## src/rtl/sistema_y_comparator.sv

```systemverilog
// Registered 4-bit unsigned magnitude comparator with a Q rising-edge pulse.
// A is assembled from the individual bits {a,b,c,d}; B is sampled every cycle.
module sistema_y_comparator (
   input  logic       clk,
   input  logic       rst_n,
   input  logic       a,
   input  logic       b,
   input  logic       c,
   input  logic       d,
   input  logic [3:0] B,
   output logic       Q,
   output logic       eq,
   output logic       lt,
   output logic       q_rise
);

   logic [3:0] val_a;
   logic       gt_next;
   logic       eq_next;
   logic       lt_next;
   logic       q_prev;

   assign val_a = {a, b, c, d};

   // MSB-first magnitude cascade: the first differing bit decides the order.
   always_comb begin
      gt_next = 1'b0;
      lt_next = 1'b0;
      for (int i = 3; i >= 0; i--) begin
         if (!gt_next && !lt_next) begin
            if (val_a[i] && !B[i])
               gt_next = 1'b1;
            else if (!val_a[i] && B[i])
               lt_next = 1'b1;
         end
      end
      eq_next = !gt_next && !lt_next;
   end

   always_ff @(posedge clk or negedge rst_n) begin
      if (!rst_n) begin
         Q      <= 1'b0;
         eq     <= 1'b0;
         lt     <= 1'b0;
         q_prev <= 1'b0;
      end else begin
         Q      <= gt_next;
         eq     <= eq_next;
         lt     <= lt_next;
         q_prev <= Q;
      end
   end

   // Pulse is high alongside the first cycle of a registered Q = 1.
   assign q_rise = Q & ~q_prev;

endmodule

```

## config.mk

```make
export PLATFORM = sky130hd
export DESIGN_NAME = sistema_y_comparator
export DESIGN_NICKNAME = d
export VERILOG_FILES = /design/src/rtl/sistema_y_comparator.sv
export SDC_FILE = /design/constraint.sdc
export NUM_CORES = 1
export LEC_CHECK = 0
export ABC_AREA = 1
export CAP_MARGIN = 0
export CORE_AREA = 8 8 45 47
export DETAILED_ROUTE_END_ITERATION = 10
export DIE_AREA = 0 0 53 55
export SYNTH_ARGS = -nofsm -noshare
export SYNTH_HDL_FRONTEND = slang
export SYNTH_SLANG_ARGS = --single-unit
```

## constraint.sdc

```tcl
create_clock -name clk -period 1.4 [get_ports clk]
set_input_delay 0.14 -clock clk [delete_from_list [all_inputs] [get_ports clk]]
set_output_delay 0.14 -clock clk [all_outputs]
set_load 0.05 [all_outputs]
```

==> results of run 1 <==
-- worst max-delay path, cell delays in order --
cell                              delay, ps
sky130_fd_sc_hd__clkdlybuf4s50_1        470
sky130_fd_sc_hd__inv_1                   40
sky130_fd_sc_hd__ha_1                   290
sky130_fd_sc_hd__nand3_1                110
sky130_fd_sc_hd__nand3_1                110
sky130_fd_sc_hd__nand2_1                 90
sky130_fd_sc_hd__inv_2                   40
sky130_fd_sc_hd__nand2_2                 70
sky130_fd_sc_hd__nor2_2                  40
-- Yosys cell counts, drive strengths merged --
master   n  share of area [%]
nand3b   1                2.9
nand2    7                 12
nand3    5                9.5
ha       2                9.5
nor2     5                8.1
inv     14                 20
dfrtp    4                 38
-- cell usage in the layout (no fill, tap or decap), drive strengths merged --
master          n
inv            14
clkdlybuf4s50   9
nand2           7
nand3           5
nor2            5
buf             5
dfrtp           4
clkbuf          3
ha              2
nand3b          1
-- metal layers --
metal  track usage (%)  vias to the layer above  wire, um
li1                  -                      142         -
met5                 0                        -         0
met1              4.42                      102       241
met2              6.05                       11       253
met4              6.47                        0         0
met3              2.94                        0        52
-- kinds of logic (layout without fill, tap and decap cells) --
kind of cell	Yosys count	count (layout)	share of synthesized area, %
AND/OR/NAND/NOR	18	18	32.4
flip-flops	4	4	38.1
adder cells (fa/ha/maj)	2	2	9.52
buffers and inverters	14	31	20.0
-- through the flow --
stage                     hold WS (ps)  area (um2)  total power, uW  util [%]
final                              113         460              444      33.3
after global routing               118         460              476      33.3
after CTS                          115         460              454      33.3
after detailed placement           359         438              312      31.6
after global placement             351         438              309      31.6
after floorplan                   -156         265              229         -
-- final cells by class --
type | count | area [um2]
Multi-Input combinational cell | 20 | 113
Inverter | 14 | 52.6
Sequential cell | 4 | 100
Fill cell | 146 | 923
Clock buffer | 3 | 22.5
Timing Repair Buffer | 14 | 153
Tap cell | 16 | 20.0
-- registers in the layout, summed over array words and instances, names as in the netlist --
name / count
Q: 1
eq: 1
lt: 1
q_prev: 1
-- path summary, 6_finish.rpt --
kind | from | end | slack, ps | depth (start not counted)
worst max register to register | Q | q_prev | 850 | 0
worst max-delay path | B[3] | eq | 130 | 9
min in group clk | Q | q_prev | 460 | 0
max in group asynchronous | rst_n | q_prev | 1120 | 1
worst min register to register | Q | q_prev | 460 | 0
worst min-delay path | rst_n | eq | 110 | 1
-- power groups by stage --
stage               sequential [uW]  combinational, uW  clock (uW)
global route                    139                184         153
CTS                             138                173         143
global placement                139                170           0
detailed placement              139                172           0
floorplan                       174               55.3           0
finish                          138                171         135
==> metrics.txt, run 1 <==
# TYPE chip_impl_metric gauge
chip_impl_metric{name="vdd_ir_drop_max",unit="mV"} 0.230
chip_impl_metric{name="route.detailed.wl_per_inst",unit="um"} 7.69
chip_impl_metric{name="drc_errors",unit=""} 0
chip_impl_metric{name="placementRows",unit=""} 14
chip_impl_metric{name="number_of_max_capacitance_violations_reported",unit=""} 0
chip_impl_metric{name="clock_sinks",unit=""} 4
chip_impl_metric{name="number_of_antenna_violations_at_the_first_check_in_global_routing",unit=""} 0
chip_impl_metric{name="ioPinCount",unit=""} 14
chip_impl_info{name="tritoncts_clock_tree",value="yes"} 1
chip_impl_metric{name="vias_per_cell",unit=""} 3.59
chip_impl_metric{name="setup_tns",unit="ps"} 0
chip_impl_metric{name="power_frac_seq",unit="%"} 31.0
chip_impl_metric{name="h-tree-depth",unit=""} 1
chip_impl_metric{name="placed_cells_incl_taps",unit=""} 68
chip_impl_metric{name="core_region_area",unit="um2"} 1380
chip_impl_metric{name="routability_cong",unit=""} 0.626
chip_impl_metric{name="dpl_worst_slack",unit="ps"} -111
chip_impl_metric{name="cellPowerDensity",unit="nW/um2"} 964
chip_impl_metric{name="slew_headroom",unit="%"} 88.0
chip_impl_metric{name="min_period",unit="ps"} 1270
chip_impl_metric{name="postRouteWirelength",unit="um"} 546
chip_impl_metric{name="worst-endpoint-required",unit="ps"} 1520
chip_impl_info{name="holdCritPathClass",value="in2async"} 1
chip_impl_metric{name="layout-drive-gt1-share",unit="%"} 27.3
chip_impl_metric{name="net_switching_fraction_of_the_power",unit="%"} 31.8
chip_impl_metric{name="ys_seq_area_share",unit="%"} 38.1
chip_impl_metric{name="grt.overflow.total",unit=""} 0
chip_impl_metric{name="synth_nets",unit=""} 50
chip_impl_info{name="rsz0062_at_grt",value="no"} 1
chip_impl_metric{name="drt_iter0_drc",unit=""} 3
chip_impl_metric{name="maxClockFrequency",unit="MHz"} 785
chip_impl_metric{name="netlist_instances",unit=""} 38
chip_impl_metric{name="synth.lib_cells_used.distinct",unit=""} 10
chip_impl_metric{name="vias_after_detailed_routing",unit=""} 255
chip_impl_metric{name="dr.pass1.iters",unit=""} 2
chip_impl_metric{name="numPortBuffers",unit=""} 13
chip_impl_metric{name="postCtsSetupBuffers",unit=""} 0
chip_impl_info{name="run_status",value="finished, final reports clean"} 1
chip_impl_metric{name="die_h",unit="um"} 55
chip_impl_metric{name="worst_slack",unit="ps"} 126
chip_impl_metric{name="fin_crit_sh",unit="%"} 91.0
chip_impl_metric{name="worst_pin_slew",unit="ps"} 179
chip_impl_metric{name="clock_power_share",unit="%"} 30.5
chip_impl_metric{name="maximum_number_of_pins_on_one_net_before_global_route_repair",unit=""} 5
chip_impl_metric{name="die_area",unit="um2"} 2920
chip_impl_info{name="worstSetupEndpointType",value="flop"} 1
chip_impl_metric{name="combinationalPowerShare",unit="%"} 38.5
chip_impl_metric{name="arrival_time_worst_endpoint",unit="ps"} 1400
chip_impl_metric{name="setup_viol_count_final",unit=""} 0
chip_impl_metric{name="groute.usage.overall",unit="%"} 4.70
chip_impl_metric{name="clock_skew",unit="ps"} 0.00742
chip_impl_metric{name="synth-seq-cells",unit=""} 4
chip_impl_metric{name="yosys_warnings",unit=""} 0
chip_impl_metric{name="highest_net_fanout_along_the_worst_path",unit=""} 2
chip_impl_metric{name="finish.net_count",unit=""} 69
chip_impl_metric{name="clk_latency",unit="ps"} 230
chip_impl_metric{name="post_synthesis_cell_area",unit="um2"} 263
chip_impl_metric{name="count_of_antenna_diodes_in_the_layout",unit=""} 0
chip_impl_metric{name="leakage",unit="uW"} 0.000255
chip_impl_info{name="root_cell_of_the_clock_tree",value="sky130_fd_sc_hd__clkbuf_4"} 1
chip_impl_metric{name="postCtsHoldBufs",unit=""} 0
chip_impl_info{name="timing.critical_path.from_type",value="input pin"} 1
chip_impl_metric{name="antenna_violating_nets_post_route",unit=""} 0
chip_impl_metric{name="timing_hold_violations_final",unit=""} 0
chip_impl_metric{name="switchingPower",unit="uW"} 141
chip_impl_metric{name="cts_max_path_buffers",unit=""} 2
chip_impl_metric{name="initial_core_util",unit="%"} 19.0
chip_impl_metric{name="slew_violations",unit=""} 0
chip_impl_metric{name="dp_hpwl",unit="um"} 489
chip_impl_info{name="worst_setup_path_type",value="in2reg"} 1
chip_impl_metric{name="grt_pass1_wl",unit="um"} 924
chip_impl_metric{name="first_global_vias",unit=""} 259
chip_impl_metric{name="postCtsResizedCells",unit=""} 0
chip_impl_metric{name="tritoncts.num_buffers",unit=""} 3
chip_impl_metric{name="clk_transition_reported_paths",unit="ps"} 40
chip_impl_metric{name="avgSynthCellArea",unit="um2"} 6.91
chip_impl_metric{name="die_x",unit="um"} 53
chip_impl_metric{name="finish.cell_count_without_fillers",unit=""} 71
chip_impl_metric{name="p_int",unit="uW"} 303
chip_impl_metric{name="flow.area_growth_from_synthesis",unit="%"} 75.2
Note: power is estimated with default switching activity, not from simulation.
==> run 2: changes to the inputs <==
Settings changed: SLEW_MARGIN set to 20.
Clock period 1.4 ns to 1.5 ns, I/O delays scaled along.
==> metrics.txt, run 2 (synthesis gave the netlist of run 1 again) <==
# TYPE chip_impl_metric gauge
chip_impl_info{name="run_status",value="finished, final reports clean"} 1
chip_impl_metric{name="postCtsSetupBuffers",unit=""} 0
chip_impl_metric{name="drc_errors",unit=""} 0
chip_impl_metric{name="slew_violations",unit=""} 0
chip_impl_metric{name="initial_core_util",unit="%"} 19.0
chip_impl_info{name="worst_setup_path_type",value="in2reg"} 1
chip_impl_metric{name="placement.cell_area",unit="um2"} 425
chip_impl_metric{name="cts_max_path_buffers",unit=""} 2
chip_impl_metric{name="fin_crit_sh",unit="%"} 85.3
chip_impl_metric{name="postRouteWirelength",unit="um"} 559
chip_impl_metric{name="count_of_antenna_diodes_in_the_layout",unit=""} 0
chip_impl_metric{name="core_region_area",unit="um2"} 1380
chip_impl_info{name="rsz0062_at_grt",value="no"} 1
chip_impl_metric{name="vdd_ir_drop_max",unit="mV"} 0.225
chip_impl_metric{name="ff2ff_setup_slack",unit="ps"} 990
chip_impl_metric{name="drt_iter0_drc",unit=""} 5
chip_impl_metric{name="number_of_max_capacitance_violations_reported",unit=""} 0
chip_impl_info{name="timing.critical_path.from_type",value="input pin"} 1
chip_impl_metric{name="tritoncts.num_buffers",unit=""} 3
chip_impl_metric{name="maxClockFrequency",unit="MHz"} 781
chip_impl_metric{name="die_h",unit="um"} 55
chip_impl_metric{name="setup_tns",unit="ps"} 0
chip_impl_metric{name="cellPowerDensity",unit="nW/um2"} 909
chip_impl_info{name="root_cell_of_the_clock_tree",value="sky130_fd_sc_hd__clkbuf_4"} 1
chip_impl_metric{name="setup_viol_count_final",unit=""} 0
chip_impl_info{name="holdCritPathClass",value="in2async"} 1
chip_impl_metric{name="timing_hold_violations_final",unit=""} 0
chip_impl_info{name="tritoncts_clock_tree",value="yes"} 1
chip_impl_metric{name="leakage",unit="uW"} 0.000250
chip_impl_metric{name="antenna_violating_nets_post_route",unit=""} 0
chip_impl_metric{name="highest_net_fanout_along_the_worst_path",unit=""} 2
chip_impl_metric{name="maximum_number_of_pins_on_one_net_before_global_route_repair",unit=""} 5
chip_impl_metric{name="vias_per_cell",unit=""} 3.72
chip_impl_metric{name="clk_transition_reported_paths",unit="ps"} 40
chip_impl_metric{name="routability_cong",unit=""} 0.629
chip_impl_metric{name="h-tree-depth",unit=""} 1
chip_impl_metric{name="arrival_time_worst_endpoint",unit="ps"} 1400
chip_impl_metric{name="clock_sinks",unit=""} 4
chip_impl_metric{name="die_area",unit="um2"} 2920
chip_impl_metric{name="grt_pass1_wl",unit="mm"} 1.07
chip_impl_metric{name="first_global_vias",unit=""} 286
chip_impl_metric{name="worst_pin_slew",unit="ps"} 175
chip_impl_metric{name="vias_after_detailed_routing",unit=""} 264
chip_impl_metric{name="grt.overflow.total",unit=""} 0
chip_impl_metric{name="dp_hpwl",unit="um"} 484
chip_impl_metric{name="dr.pass1.iters",unit=""} 4
chip_impl_metric{name="fin_total_pwr",unit="uW"} 407
chip_impl_metric{name="layout-drive-gt1-share",unit="%"} 27.3
chip_impl_metric{name="postCtsResizedCells",unit=""} 0
chip_impl_metric{name="layout.cell_area.non_filler",unit="um2"} 448
chip_impl_metric{name="groute.usage.overall",unit="%"} 5.15
chip_impl_metric{name="min_period",unit="ps"} 1280
chip_impl_info{name="layout.cells.most_common",value="sky130_fd_sc_hd__inv_1"} 1
chip_impl_metric{name="ioPinCount",unit=""} 14
chip_impl_metric{name="number_of_antenna_violations_at_the_first_check_in_global_routing",unit=""} 0
chip_impl_info{name="worstSetupEndpointType",value="flop"} 1
chip_impl_metric{name="postCtsHoldBufs",unit=""} 0
chip_impl_metric{name="flow.area_growth_from_synthesis",unit="%"} 70.5
chip_impl_metric{name="clk_latency",unit="ps"} 230
chip_impl_metric{name="placementRows",unit=""} 14
chip_impl_metric{name="route.detailed.wl_per_inst",unit="um"} 7.87
chip_impl_metric{name="clock_skew",unit="ps"} 0.0542
chip_impl_info{name="mostFrequentLayoutCells",value="sky130_fd_sc_hd__inv_1 (11), sky130_fd_sc_hd__clkdlybuf4s50_1 (9), sky130_fd_sc_hd__nand3_1 (5), sky130_fd_sc_hd__nand2_1 (5)"} 1
chip_impl_metric{name="worst-endpoint-required",unit="ps"} 1620
chip_impl_metric{name="numPortBuffers",unit=""} 13
chip_impl_metric{name="slew_headroom",unit="%"} 88.3
chip_impl_metric{name="finish.net_count",unit=""} 69
chip_impl_metric{name="die_x",unit="um"} 53
## run 2: cell counts in the layout (fill, tap and decap cells not counted)
No cell type changed its count.
## run 2: layout make-up
| class | count | area (um2) |
|---|---|---|
| fill | 146 | 936 |
| tap | 16 | 20.0 |
| timing repair buffer | 14 | 140 |
| inverter | 14 | 52.6 |
| multi-input combinational | 20 | 113 |
| sequential | 4 | 100 |
| clock buffer | 3 | 22.5 |
## run 2: worst paths after layout
kind | start | endpoint | depth (start not counted)
max in group asynchronous | rst_n | q_prev | 1
setup reg to reg | Q | q_prev | 0
hold / removal | rst_n | eq | 1
hold reg to reg | Q | q_prev | 0
min in group clk | Q | q_prev | 0
setup / recovery | B[3] | eq | 9
## run 2: layer usage
layer / global-route usage [%] / routed length [um] / up-vias
met5: 0 / 0 / -
met4: 6.47 / 0 / 0
met3: 2.14 / 65 / 0
met2: 7.03 / 251 / 13
met1: 5.35 / 241 / 107
li1: - / - / 144
## run 2: critical path: stages
cell                              delay (ps)
sky130_fd_sc_hd__clkdlybuf4s50_1         470
sky130_fd_sc_hd__inv_1                    50
sky130_fd_sc_hd__ha_1                    290
sky130_fd_sc_hd__nand3_1                 110
sky130_fd_sc_hd__nand3_1                 110
sky130_fd_sc_hd__nand2_1                  90
sky130_fd_sc_hd__inv_2                    30
sky130_fd_sc_hd__nand2_2                  60
sky130_fd_sc_hd__nor2_2                   40
## run 2: report_power, final
part / total, uW / switching, uW / internal (uW)
combinational: 151 / 87.1 / 64.1
sequential: 126 / 5.20 / 121
clock: 129 / 40.1 / 89.2
total: 407 / 132 / 275
## run 2: through the flow
stage	cells	hold slack, ps	utilization (%)	setup slack [ps]
4_1_cts	71	112	32.4	222
3_5_place_dp	68	361	30.7	-25.1
6_report	71	119	32.4	220
2_1_floorplan	38	-146	-	198
3_3_place_gp	68	362	30.7	-8.96
5_1_grt	71	133	32.4	69.1
==> run 3: changes to the inputs <==
Settings changed: CTS_BUF_LIST set to sky130_fd_sc_hd__clkbuf_2, CTS_CLUSTER_SIZE set to 20.
==> metrics.txt, run 3 (synthesis gave the netlist of run 1 again) <==
# TYPE chip_impl_metric gauge
chip_impl_metric{name="switchingPower",unit="uW"} 133
chip_impl_info{name="worstSetupEndpointType",value="flop"} 1
chip_impl_metric{name="flow.area_growth_from_synthesis",unit="%"} 67.6
chip_impl_metric{name="postCtsResizedCells",unit=""} 0
chip_impl_metric{name="h-tree-depth",unit=""} 1
chip_impl_metric{name="worst_pin_slew",unit="ps"} 175
chip_impl_metric{name="power_frac_seq",unit="%"} 34.0
chip_impl_metric{name="combinationalPowerShare",unit="%"} 40.7
chip_impl_metric{name="die_x",unit="um"} 53
chip_impl_metric{name="first_global_vias",unit=""} 286
chip_impl_info{name="layout.cells.most_common",value="sky130_fd_sc_hd__inv_1"} 1
chip_impl_metric{name="slew_headroom",unit="%"} 88.3
chip_impl_metric{name="core_region_area",unit="um2"} 1380
chip_impl_metric{name="clk_transition_reported_paths",unit="ps"} 40
chip_impl_metric{name="leakage",unit="uW"} 0.000249
chip_impl_metric{name="tritoncts.num_buffers",unit=""} 3
chip_impl_metric{name="postRouteWirelength",unit="um"} 559
chip_impl_metric{name="placed_cells_incl_taps",unit=""} 68
chip_impl_info{name="run_status",value="finished, final reports clean"} 1
chip_impl_info{name="tritoncts_clock_tree",value="yes"} 1
chip_impl_metric{name="maximum_number_of_pins_on_one_net_before_global_route_repair",unit=""} 5
chip_impl_info{name="cp_cell_sequence",value="clkdlybuf4s50_1 > inv_1 > ha_1 > nand3_1 > nand3_1 > nand2_1 > inv_2 > nand2_2 > nor2_2"} 1
chip_impl_metric{name="placementRows",unit=""} 14
chip_impl_metric{name="die_area",unit="um2"} 2920
chip_impl_metric{name="cts_max_path_buffers",unit=""} 2
chip_impl_metric{name="net_switching_fraction_of_the_power",unit="%"} 35.7
chip_impl_info{name="critical_path.most_common_cell",value="sky130_fd_sc_hd__nand3_1"} 1
chip_impl_metric{name="dp_hpwl",unit="um"} 484
chip_impl_metric{name="groute.usage.overall",unit="%"} 5.15
chip_impl_metric{name="cellPowerDensity",unit="nW/um2"} 844
chip_impl_metric{name="ff2ff_setup_slack",unit="ps"} 990
chip_impl_metric{name="clock_skew",unit="ps"} 0.0542
chip_impl_metric{name="dr.pass1.iters",unit=""} 4
chip_impl_metric{name="rr_worst_depth",unit=""} 0
chip_impl_metric{name="antenna_violating_nets_post_route",unit=""} 0
chip_impl_info{name="start_of_the_worst_register_to_register_path",value="Q"} 1
chip_impl_metric{name="number_of_antenna_violations_at_the_first_check_in_global_routing",unit=""} 0
chip_impl_metric{name="timing_hold_violations_final",unit=""} 0
chip_impl_metric{name="fin_worst_hold_slack",unit="ps"} 148
chip_impl_info{name="holdCritPathClass",value="in2async"} 1
chip_impl_metric{name="setup_viol_count_final",unit=""} 0
chip_impl_metric{name="vias_after_detailed_routing",unit=""} 265
chip_impl_info{name="crit_path_top_delay_cell",value="sky130_fd_sc_hd__clkdlybuf4s50_1"} 1
chip_impl_metric{name="number_of_max_capacitance_violations_reported",unit=""} 0
chip_impl_metric{name="routability_cong",unit=""} 0.629
chip_impl_metric{name="postCtsSetupBuffers",unit=""} 0
chip_impl_metric{name="finish.cell_count_without_fillers",unit=""} 71
chip_impl_metric{name="placement.cell_area",unit="um2"} 425
chip_impl_metric{name="vias_per_cell",unit=""} 3.73
chip_impl_metric{name="drt_iter0_drc",unit=""} 5
chip_impl_info{name="r2r_path_end",value="q_prev"} 1
chip_impl_metric{name="postCtsHoldBufs",unit=""} 0
chip_impl_info{name="root_cell_of_the_clock_tree",value="sky130_fd_sc_hd__clkbuf_2"} 1
chip_impl_metric{name="worst_slack",unit="ps"} 190
chip_impl_info{name="worst_setup_path_type",value="in2reg"} 1
chip_impl_metric{name="slew_violations",unit=""} 0
chip_impl_metric{name="grt.overflow.total",unit=""} 0
chip_impl_metric{name="die_h",unit="um"} 55
chip_impl_metric{name="drc_errors",unit=""} 0
chip_impl_metric{name="finish.net_count",unit=""} 69
chip_impl_metric{name="maxClockFrequency",unit="MHz"} 764
chip_impl_metric{name="worst-endpoint-required",unit="ps"} 1590
chip_impl_metric{name="p_int",unit="uW"} 239
chip_impl_info{name="mostFrequentLayoutCells",value="sky130_fd_sc_hd__inv_1 (11), sky130_fd_sc_hd__clkdlybuf4s50_1 (9), sky130_fd_sc_hd__nand3_1 (5), sky130_fd_sc_hd__nand2_1 (5)"} 1
chip_impl_metric{name="count_of_antenna_diodes_in_the_layout",unit=""} 0
chip_impl_metric{name="fin_total_pwr",unit="uW"} 372
chip_impl_metric{name="numPortBuffers",unit=""} 13
chip_impl_metric{name="dpl_worst_slack",unit="ps"} -25.1
chip_impl_metric{name="vdd_ir_drop_max",unit="mV"} 0.182
chip_impl_metric{name="final.fill_count",unit=""} 146
chip_impl_info{name="timing.critical_path.from_type",value="input pin"} 1
chip_impl_metric{name="clock_power_share",unit="%"} 25.3
chip_impl_metric{name="grt_pass1_wl",unit="mm"} 1.07
chip_impl_metric{name="layout.cell_area.non_filler",unit="um2"} 440
chip_impl_metric{name="min_period",unit="ps"} 1310
chip_impl_metric{name="initial_core_util",unit="%"} 19.0
chip_impl_metric{name="arrival_time_worst_endpoint",unit="ps"} 1400
chip_impl_metric{name="route.detailed.wl_per_inst",unit="um"} 7.87
chip_impl_metric{name="highest_net_fanout_along_the_worst_path",unit=""} 2
chip_impl_metric{name="clock_sinks",unit=""} 4
chip_impl_metric{name="crit_path_max_incr_delay",unit="ps"} 470
chip_impl_metric{name="fin_crit_sh",unit="%"} 87.3
chip_impl_metric{name="ioPinCount",unit=""} 14
chip_impl_metric{name="layout-drive-gt1-share",unit="%"} 27.3
chip_impl_info{name="rsz0062_at_grt",value="no"} 1
chip_impl_metric{name="clk_latency",unit="ps"} 200
## run 3: cell counts in the layout (fill, tap and decap cells not counted)
Identical to the previous run, type by type.
## run 3: area by class of cell
type | count | area, um2 | area share, %
Tap cell | 16 | 20.0 | 4.55
Multi-Input combinational cell | 20 | 113 | 25.6
Timing Repair Buffer | 14 | 140 | 31.8
Clock buffer | 3 | 15.0 | 3.41
Inverter | 14 | 52.6 | 11.9
Sequential cell | 4 | 100 | 22.7
## run 3: metal layers
| metal | track usage [%] | part of all wire (%) |
|---|---|---|
| met5 | 0 | 0 |
| met1 | 5.35 | 43 |
| met3 | 2.14 | 12 |
| met2 | 7.03 | 45 |
| met4 | 6.47 | 0 |
## run 3: through the flow
stage | util (%) | setup TNS (ps)
5_1_grt | 31.8 | 0
3_5_place_dp | 30.7 | -25.1
4_1_cts | 31.8 | 0
3_3_place_gp | 30.7 | -8.96
2_1_floorplan | - | 0
6_report | 31.8 | 0
## run 3: power groups by stage
stage	registers (uW)	logic, uW	clock network [uW]
2_1_floorplan	162	51.6	0
3_3_place_gp	128	151	0
3_5_place_dp	128	153	0
4_1_cts	127	153	102
5_1_grt	128	166	105
6_report	126	151	94.1
## run 3: worst max-delay path: cells and delay by family
kind	cells	cell delay, ps
adder cells (fa/ha/maj)	1	290
buffers and inverters	3	550
AND/OR/NAND/NOR	5	410
## run 3: how the worst max path moves through the flow
stage,from,end,depth (start not counted)
finish,B[3],eq,9
global route,B[3],eq,10
CTS,B[3],eq,9
detailed placement,B[3],eq,9
global placement,B[3],eq,9
floorplan,Q,q_rise,2
